## src/rtl/io_reg_responder.sv

```systemverilog
// io_reg_responder
//   Wishbone-classic responder on the device side of the I/O bridge. Decodes a window in
//   the 1MB I/O space and serves a small register bank with programmable wait states.
//   Register 0 drives ctrl_o. The two top indices are read-only: status_i, then a free-running
//   cycle counter. Ack is held until the strobe drops.
// Ports
//   clk_i     clock, rising edge
//   rst_ni    asynchronous active-low reset
//   cyc_i     bus cycle active
//   stb_i     strobe
//   ack_o     acknowledge (registered)
//   we_i      1 = write, 0 = read
//   sel_i     byte-lane selects for writes
//   adr_i     byte address, bits [31:20] not decoded
//   dat_i     write data
//   dat_o     read data (registered), zero whenever ack_o is low so the bus can OR responders
//   status_i  status word, sampled when a read enters ACK
//   ctrl_o    contents of register 0
module io_reg_responder #(
    parameter logic [19:0] BASE    = 20'hD0000,
    parameter int unsigned AW      = 3,
    parameter int unsigned WAIT_ST = 0
) (
    input  logic        clk_i,
    input  logic        rst_ni,
    input  logic        cyc_i,
    input  logic        stb_i,
    output logic        ack_o,
    input  logic        we_i,
    input  logic [3:0]  sel_i,
    input  logic [31:0] adr_i,
    input  logic [31:0] dat_i,
    output logic [31:0] dat_o,
    input  logic [31:0] status_i,
    output logic [31:0] ctrl_o
);

    localparam int unsigned NREGS   = 2 ** AW;
    localparam int unsigned NRW     = NREGS - 2;
    localparam int unsigned WaitM1  = (WAIT_ST > 0) ? WAIT_ST - 1 : 0;
    localparam logic [3:0]  WaitInit = 4'(WaitM1);

    typedef enum logic [1:0] {StIdle, StWait, StAck} state_e;

    state_e        state_q, state_d;
    logic [3:0]    wcnt_q, wcnt_d;
    logic          ack_q, ack_d;
    logic [31:0]   dat_q, dat_d;
    logic [31:0]   cnt_q;
    logic [31:0]   regs_q [NREGS];
    logic [31:0]   rdata;
    logic          hit;
    logic          enter_ack;
    logic          wr_commit;
    logic [AW-1:0] idx;

    logic unused_adr;
    assign unused_adr = ^{adr_i[31:20], adr_i[1:0]};

    assign idx = adr_i[AW+1:2];
    assign hit = cyc_i & stb_i & (adr_i[19:AW+2] == BASE[19:AW+2]);

    // State register plus the registered bus outputs and the register bank.
    always_ff @(posedge clk_i or negedge rst_ni) begin
        if (!rst_ni) begin
            state_q <= StIdle;
            wcnt_q  <= '0;
            ack_q   <= 1'b0;
            dat_q   <= '0;
            cnt_q   <= '0;
            for (int i = 0; i < int'(NREGS); i++) regs_q[i] <= '0;
        end else begin
            state_q <= state_d;
            wcnt_q  <= wcnt_d;
            ack_q   <= ack_d;
            dat_q   <= dat_d;
            cnt_q   <= cnt_q + 32'd1;
            if (wr_commit) begin
                for (int k = 0; k < 4; k++) begin
                    if (sel_i[k]) regs_q[idx][8*k +: 8] <= dat_i[8*k +: 8];
                end
            end
        end
    end

    // Next-state logic. WAIT only watches cyc/stb; the address is assumed stable per access.
    always_comb begin
        state_d = state_q;
        wcnt_d  = wcnt_q;
        unique case (state_q)
            StIdle: begin
                if (hit) begin
                    if (WAIT_ST == 0) begin
                        state_d = StAck;
                    end else begin
                        state_d = StWait;
                        wcnt_d  = WaitInit;
                    end
                end
            end
            StWait: begin
                if (!(cyc_i && stb_i)) state_d = StIdle;
                else if (wcnt_q == 4'd0) state_d = StAck;
                else wcnt_d = wcnt_q - 4'd1;
            end
            StAck: begin
                if (!(cyc_i && stb_i)) state_d = StIdle;
            end
            default: state_d = StIdle;
        endcase
    end

    // Read mux: R/W bank, then status, then the counter value before this edge.
    always_comb begin
        rdata = cnt_q;
        if (32'(idx) < NRW) rdata = regs_q[idx];
        else if (32'(idx) == NREGS - 2) rdata = status_i;
    end

    // Output logic: the write and read load happen only on the edge entering ACK, so a strobe
    // held high in ACK never re-executes the access.
    always_comb begin
        enter_ack = (state_q != StAck) && (state_d == StAck);
        wr_commit = enter_ack && we_i && (32'(idx) < NRW);
        ack_d     = (state_d == StAck);
        dat_d     = '0;
        if (enter_ack && !we_i) dat_d = rdata;
        else if (state_q == StAck && state_d == StAck) dat_d = dat_q;
    end

    assign ack_o  = ack_q;
    assign dat_o  = dat_q;
    assign ctrl_o = regs_q[0];

endmodule
```

## config.mk

```make
export PLATFORM = sky130hd
export DESIGN_NAME = io_reg_responder
export DESIGN_NICKNAME = d
export VERILOG_FILES = /design/src/rtl/io_reg_responder.sv
export SDC_FILE = /design/constraint.sdc
export NUM_CORES = 1
export LEC_CHECK = 0
export BUFFER_PORTS_ARGS = -buffer_cell sky130_fd_sc_hd__buf_2
export CAP_MARGIN = 40
export CORE_MARGIN = 4
export CORE_UTILIZATION = 60
export DETAILED_ROUTE_END_ITERATION = 16
export HOLD_SLACK_MARGIN = 0.05
export PLACE_DENSITY = 0.82
export SYNTH_ARGS = -nofsm -noshare
export SYNTH_HDL_FRONTEND = slang
export SYNTH_SLANG_ARGS = --single-unit
```

## constraint.sdc

```tcl
create_clock -name clk_i -period 4.7 [get_ports clk_i]
set_clock_uncertainty 0.2 [all_clocks]
set_input_delay 0.47 -clock clk_i [delete_from_list [all_inputs] [get_ports clk_i]]
set_output_delay 0.47 -clock clk_i [all_outputs]
set_load 0.05 [all_outputs]
```

==> reports/metrics.yaml, run 1 <==
synth_compound_area_share_pct: 8.08
routedWlPerCell_microns: 23.4
worst_hold_path_type: "in -> reg"
cts_setup_buffers: 0
grt_max_degree: 107
maxSlewHeadroom_pct: 36.3
crit_required_ns: 4.91
power.leakage_nw: 7.51
synth_ff_type: "dfrtp_1"
worst_pin_slew_ns: 0.956
cp_cell_sequence: "inv_1, ha_1, inv_1, o41ai_1, a22oi_2, buf_4, or4b_1, mux2_4"
crit_slowest_cell: "or4b_1"
synth-seq-cells: 263
core_sq_mm: 0.0210
synth-xor-area-share_pct: 2.20
arrival_ns: 3.57
htreeDepth: 1
yosys.area_share.simple_pct: 8.85
synthCells: 992
antenna_cells: 0
whs_path_depth: 2
fin_tns_setup_ns: 0
pwr-share-clk_pct: 46.9
setup_viol_count_final: 0
path_clk_slew_ns: 0.06
endpoint_kind: "flip-flop"
ioPinCount: 170
gr-total-overflow: 0
dr.first_iter.drc_count: 730
seq_power_share_pct: 46.6
p_switching_mw: 1.08
vdd_drop_max_mv: 0.238
slew_violations: 0
synth-warning-count: 0
pre_cts_slack_ns: 1.21
cts-buffers-inserted: 26
routed_wl_microns: 33300
cp_max_fo: 25
clock_path_buffers: 3
synth_top_family_by_area: "multiplexers"
antenna_found_initial: 0
vias: 8937
root_buffer: "clkbuf_16"
power.density_mw_per_mm2: 330
synth_fa_ha_area_share_pct: 0.196
worstSetupStartpointType: "flip-flop"
grt_util_all_layers_pct: 28.0
syn_nets: 1099
syn-cell-area_sq_mm: 0.0128
status: "completed"
portBuffers: 155
intPower_mw: 3.79
grt_pass1_wl_microns: 52400
path_class: "reg -> reg"
avgViaCountPerCell: 6.27
cts-resized-gates: 0
worstRegToRegCells: 8
die_w_microns: 154
ys_seq_area_share_pct: 51.5
post-route-period-util_pct: 71.4
cts_tree: "built"
synthToLayoutAreaGrowth_pct: 15.4
start_util_pct: 60.9
syn_avg_cell_area_sq_um: 12.9
max_cap_violations: 0
die_area_sq_mm: 0.0237
die_h_microns: 154
rsz0062_at_grt: "false"
fmax_mhz: 298
max_stage_delay_ns: 0.89
hold_viol_final: 0
report.power.total_mw: 4.87
drive_gt1_share_pct: 41.0
nets: 1239
clock_sinks: 263
ys_types: 52
first_pass_iters: 6
grt_pass1_vias: 9332
worst_slack_ns: 1.34
swShare_pct: 22.2
antenna_left: 0
synth-edff-count: 0
clock_latency_ns: 0.53
synthMuxAreaShare_pct: 25.3
hpwl_microns: 21600
drc: 0
gp_congestion: 0.837
rows: 53
final.min_clock_period_ns: 3.36
ys_async_sr_fraction_pct: 100
critPathMostFrequentCell: "inv_1"
combPwrFrac_pct: 6.5
cells by family after synthesis:
kind of cell    Yosys count
flops                   263
compound gates          157
simple gates            184
mux                     264
buf+inv                  90
fa+ha+maj                 2
xor+xnor                 32
flip-flops by register name, indices dropped and copies added (netlist names):
register  cells
wcnt_q        4
state_q       2
ack_o         1
dat_o        32
ctrl_o       32
regs_q      160
cnt_q        32
stage by stage:
stage | cells | area, sq um | utilization (%) | hold WS (ns)
6_report | 1425 | 14700 | 70.3 | 0.0619
5_1_grt | 1425 | 14700 | 70.3 | 0.0619
4_1_cts | 1425 | 14700 | 70.3 | 0.0501
3_5_place_dp | 1361 | 13600 | 65.0 | 0.266
3_3_place_gp | 1360 | 13600 | 64.9 | 0.259
2_1_floorplan | 992 | 12800 | - | -0.0256
per-layer routing:
metal	track usage [%]	vias to the layer above	share of wire [%]	wire, microns
met4	9.04	0	3.1	1040
met2	45.5	387	47	15800
li1	-	3892	-	-
met1	38.5	4584	42	14000
met5	0	-	0	0
met3	5.46	74	7.4	2450
synth_stat cells, types with 8 or more instances:
| cell | count | share of area [%] |
|---|---|---|
| mux2_4 | 40 | 4.7 |
| nor2_1 | 29 | 0.85 |
| a22o_1 | 8 | 0.55 |
| a22oi_1 | 8 | 0.47 |
| nor3_4 | 18 | 2.3 |
| nand2_1 | 60 | 1.8 |
| clkbuf_1 | 32 | 0.94 |
| mux4_2 | 14 | 2.5 |
| dfrtp_1 | 263 | 52 |
| o221ai_1 | 10 | 0.69 |
| a21oi_1 | 24 | 0.94 |
| o21ai_0 | 40 | 1.6 |
| mux2_2 | 173 | 15 |
| buf_4 | 39 | 2.3 |
| mux2i_1 | 37 | 2.9 |
| nand4_1 | 11 | 0.54 |
| nor3_1 | 10 | 0.39 |
| xnor2_1 | 25 | 1.7 |
| o22ai_1 | 29 | 1.4 |
| nand3_1 | 14 | 0.55 |
| inv_1 | 10 | 0.29 |
power by group through the flow:
stage | sequential, mW | combinational, mW | clock, mW
6_report | 2.27 | 0.316 | 2.28
3_5_place_dp | 2.31 | 0.301 | 0
3_3_place_gp | 2.31 | 0.294 | 0
4_1_cts | 2.27 | 0.314 | 2.30
2_1_floorplan | 2.31 | 0.140 | 0
5_1_grt | 2.27 | 0.344 | 2.40
critical path: cells and delay by family (launching register included):
kind	cells	cell delay, ns
mux	1	0.41
flops	1	0.39
compound gates	2	0.63
simple gates	1	0.89
fa+ha+maj	1	0.19
buf+inv	3	0.48
area by class of cell:
class | count | area [sq um]
multi-input combinational | 639 | 5700
timing repair buffer | 191 | 1120
tap | 275 | 344
clock inverter | 9 | 170
sequential | 263 | 6580
inverter | 11 | 41.3
clock buffer | 37 | 773
fill | 1457 | 6220
timing repair:
action	CTS	global route
setup endpoints to repair	0	0
hold endpoints to repair	171	0
hold buffers	18	0
worst paths after layout:
path                                        from                      end  slack (ns)
max in group asynchronous                 rst_ni  regs_q[222]$_DFFE_PN0P_        2.81
max                        wcnt_q[0]$_DFFE_PN0P_   ctrl_o[31]$_DFFE_PN0P_        1.34
min reg2reg                 dat_o[5]$_DFFE_PN0P_     dat_o[5]$_DFFE_PN0P_        0.28
min                                    dat_i[28]   ctrl_o[28]$_DFFE_PN0P_        0.06
max reg2reg                wcnt_q[0]$_DFFE_PN0P_   ctrl_o[31]$_DFFE_PN0P_        1.34
min in group asynchronous                 rst_ni   ctrl_o[11]$_DFFE_PN0P_        0.36
layout by cell type, fill, tap and decap left out, types with 17 or more instances in the layout:
cell type      synthesis  layout
xnor2_1               25      25
dlygate4sd3_1          0      18
o22ai_1               29      29
nor3_4                18      18
o21ai_0               40      40
dfrtp_1              263     263
mux2_4                40      40
clkbuf_16              0      27
a21oi_1               24      24
buf_4                 39      17
nor2_1                29      28
buf_2                  1     153
nand2_1               60      60
mux2_2               173     173
mux2i_1               37      37
(Power assumes the default switching activity.)
==> run 2, diff against run 1 <==
ABC_AREA = 1   (was not set)
CORE_UTILIZATION = 57   (was 60)
PLACE_DENSITY = 0.78   (was 0.82)
clock period = 3.3 ns   (was 4.7 ns; I/O delays follow)
==> run 2 against run 1 <==
- first-iteration DRC count grew 66%
- wire length grew 15%
- power grew 46%
- core utilization shrank 1.2 points
- via count is 31% higher
- largest power group unchanged
==> reports/metrics.yaml, run 2 <==
status: "completed"
grt_util_all_layers_pct: 31.0  # +3.1 points
path_clk_slew_ns: 0.06  # about the same
slew_violations: 0  # unchanged
worst_pin_slew_ns: 0.668  # -0.287 ns
critPathMostFrequentCell: "nand2_1"
synth_fa_ha_area_share_pct: 0.196  # -0.00025 points
ioPinCount: 170  # unchanged
synthMuxAreaShare_pct: 0  # -25 points
placedCellCount: 1872  # +38%
grt_pass1_vias: 11372  # +22%
nets: 1789  # +44%
rows: 54  # +1.9%
report.power.total_mw: 7.11  # +46%
endpoint_kind: "flip-flop"
max_cap_violations: 0  # unchanged
synth-xor-area-share_pct: 2.06  # -0.14 points
fin_cells: 1984  # +39%
setup_viol_count_final: 0  # unchanged
routed_wl_microns: 38200  # +15%
worstSetupStartpointType: "input port"
gp_congestion: 0.905  # +8.2%
synthToLayoutAreaGrowth_pct: 18.7
crit_family: "simple AND/OR/NAND/NOR gates"
first_pass_iters: 7  # +1
die_area_sq_mm: 0.0249  # +5.1%
htreeDepth: 1  # unchanged
synth_compound_area_share_pct: 7.51  # -0.57 points
top_register: "regs_q"
drive_gt1_share_pct: 16.7  # -24 points
arrival_ns: 3.23  # -0.34 ns
root_buffer: "clkbuf_16"
grt_max_degree: 77  # -28%
post-route-period-util_pct: 91.0
synthCells: 1506  # +52%
synthTopCellsByArea: "dfrtp_1 (51%), nand2_1 (16%), nand3_1 (8.5%)"
layout_common_cells: "nand2_1 (538), dfrtp_1 (263), nand3_1 (217)"
core_sq_mm: 0.0220  # +4.8%
dr.first_iter.drc_count: 1215  # +66%
critPathBufInv: 3  # unchanged
cp_max_fo: 13  # -48%
cts_setup_buffers: 0  # unchanged
synth.largest_area_cell: "dfrtp_1"
path_class: "in -> reg"
ys_seq_area_share_pct: 51.5  # -0.066 points
portBuffers: 155  # unchanged
power.density_mw_per_mm2: 468  # +42%
cts-resized-gates: 0  # unchanged
hpwl_microns: 24800  # +15%
routedWlPerCell_microns: 19.3  # -18%
cts-buffers-inserted: 28  # +7.7%
final_common_cell: "nand2_1"
syn_avg_cell_area_sq_um: 8.49  # -34%
utilization_pct: 69.1  # -1.2 points
ys_types: 40  # -23%
synth.most_common_cell: "nand2_1"
syn-cell-area_sq_mm: 0.0128  # +0.13%
yosysTopAreaCellShare_pct: 51.5  # -0.066 points
synth_top_family_by_area: "simple AND/OR/NAND/NOR gates"
maxSlewHeadroom_pct: 55.1  # +19 points
gr-total-overflow: 0  # unchanged
synth-edff-count: 0  # unchanged
die_w_microns: 158  # +2.5%
crit_slowest_cell: "dlygate4sd3_1"
syn_nets: 1613  # +47%
die_h_microns: 158  # +2.5%
clock_sinks: 263  # unchanged
synthTopCellsByCount: "nand2_1 (538), dfrtp_1 (263), nand3_1 (217)"
synth-warning-count: 0  # unchanged
synth-seq-cells: 263  # unchanged
cp_cell_sequence: "dlygate4sd3_1, buf_2, nor2_1, dlygate4sd3_1, nand2_1, nor2_1, nand3_2, nand2_2, nand3_2, nor2_8, nand3_1, nand2_1, nand2_1"
ys_async_sr_fraction_pct: 100  # unchanged
max_stage_delay_ns: 0.55  # -0.34 ns
start_util_pct: 58.2  # -2.7 points
final.min_clock_period_ns: 3.00
crit_required_ns: 3.53  # -1.38 ns
pre_cts_slack_ns: 0.741  # -0.465 ns
worst_hold_path_type: "in -> reg"
vdd_drop_max_mv: 0.465  # +96%
grt_pass1_wl_microns: 60900  # +16%
largest_reg_flops: 160  # unchanged
drc: 0  # unchanged
power.leakage_nw: 7.97  # +6.1%
cts_tree: "built"
clock_latency_ns: 0.55  # +0.02 ns
hold_viol_final: 0  # unchanged
worst_slack_ns: 0.297  # -1.05 ns
yosys.area_share.simple_pct: 32.2  # +23 points
vias: 11702  # +31%
fin_tns_setup_ns: 0  # unchanged
rsz0062_at_grt: "false"
fmax_mhz: 333
antenna_found_initial: 2  # +2
clock_path_buffers: 3  # unchanged
avgViaCountPerCell: 5.90  # -6.0%
synth_ff_type: "dfrtp_1"
antenna_left: 0  # unchanged
run 2: where the power goes:
group | total, mW | leakage, nW | switching [mW] | internal, mW
clock network | 3.33 | 0.488 | 1.28 | 2.05
logic | 0.544 | 3.82 | 0.368 | 0.176
registers | 3.23 | 3.66 | 0.00138 | 3.23
total | 7.11 | 7.97 | 1.65 | 5.45
run 2: worst min-delay path, delay by kind of cell:
kind	cells	cell delay (ns)
AO/OA/AOI/OAI	1	0.07
buffers and inverters	1	0.09
AND/OR/NAND/NOR	3	0.26
run 2: layout make-up:
cell class | instances | area [sq um]
Sequential cell | 263 | 6580
Multi-Input combinational cell | 1092 | 5360
Fill cell | 1725 | 6780
Tap cell | 280 | 350
Clock inverter | 7 | 113
Clock buffer | 43 | 878
Antenna cell | 2 | 5.00
Inverter | 45 | 169
Timing Repair Buffer | 252 | 1710
run 2: metrics by stage:
step	hold slack, ns	cell area (sq um)
2_1_floorplan	-0.166	12800
3_3_place_gp	0.146	13600
3_5_place_dp	0.147	13600
4_1_cts	0.0522	15200
5_1_grt	0.0756	15200
6_report	0.0549	15200
run 2: cell families (layout without fill, tap and decap cells):
| kind of cell | Yosys count | after routing |
|---|---|---|
| simple gates | 900 | 900 |
| flops | 263 | 263 |
| compound gates | 160 | 160 |
| buf+inv | 151 | 347 |
| xor+xnor | 30 | 30 |
| fa+ha+maj | 2 | 2 |
| other cells | 0 | 2 |
run 2: worst paths after layout:
| kind | startpoint | end | slack (ns) | depth (start not counted) |
|---|---|---|---|---|
| max in group asynchronous | rst_ni | regs_q[151]$_DFFE_PN0P_ | 1.85 | 3 |
| setup / recovery | adr_i[8] | regs_q[68]$_DFFE_PN0P_ | 0.30 | 13 |
| setup reg to reg | wcnt_q[1]$_DFFE_PN0P_ | regs_q[68]$_DFFE_PN0P_ | 0.67 | 11 |
| hold reg to reg | regs_q[71]$_DFFE_PN0P_ | regs_q[71]$_DFFE_PN0P_ | 0.27 | 2 |
| min in group asynchronous | rst_ni | ctrl_o[26]$_DFFE_PN0P_ | 0.16 | 2 |
| hold / removal | status_i[5] | dat_o[5]$_DFFE_PN0P_ | 0.05 | 5 |
run 2: layer usage:
metal	global-route usage [%]	wire length, microns	vias to the layer above
li1	-	-	5376
met4	14.6	1920	0
met3	4.43	3340	108
met5	0	0	-
met2	48.8	17800	590
met1	42.9	15100	5628
run 2: what timing repair did:
item	in CTS	in global routing
hold buffers	60	0
endpoints found under the setup margin	0	0
hold endpoints to repair	291	0
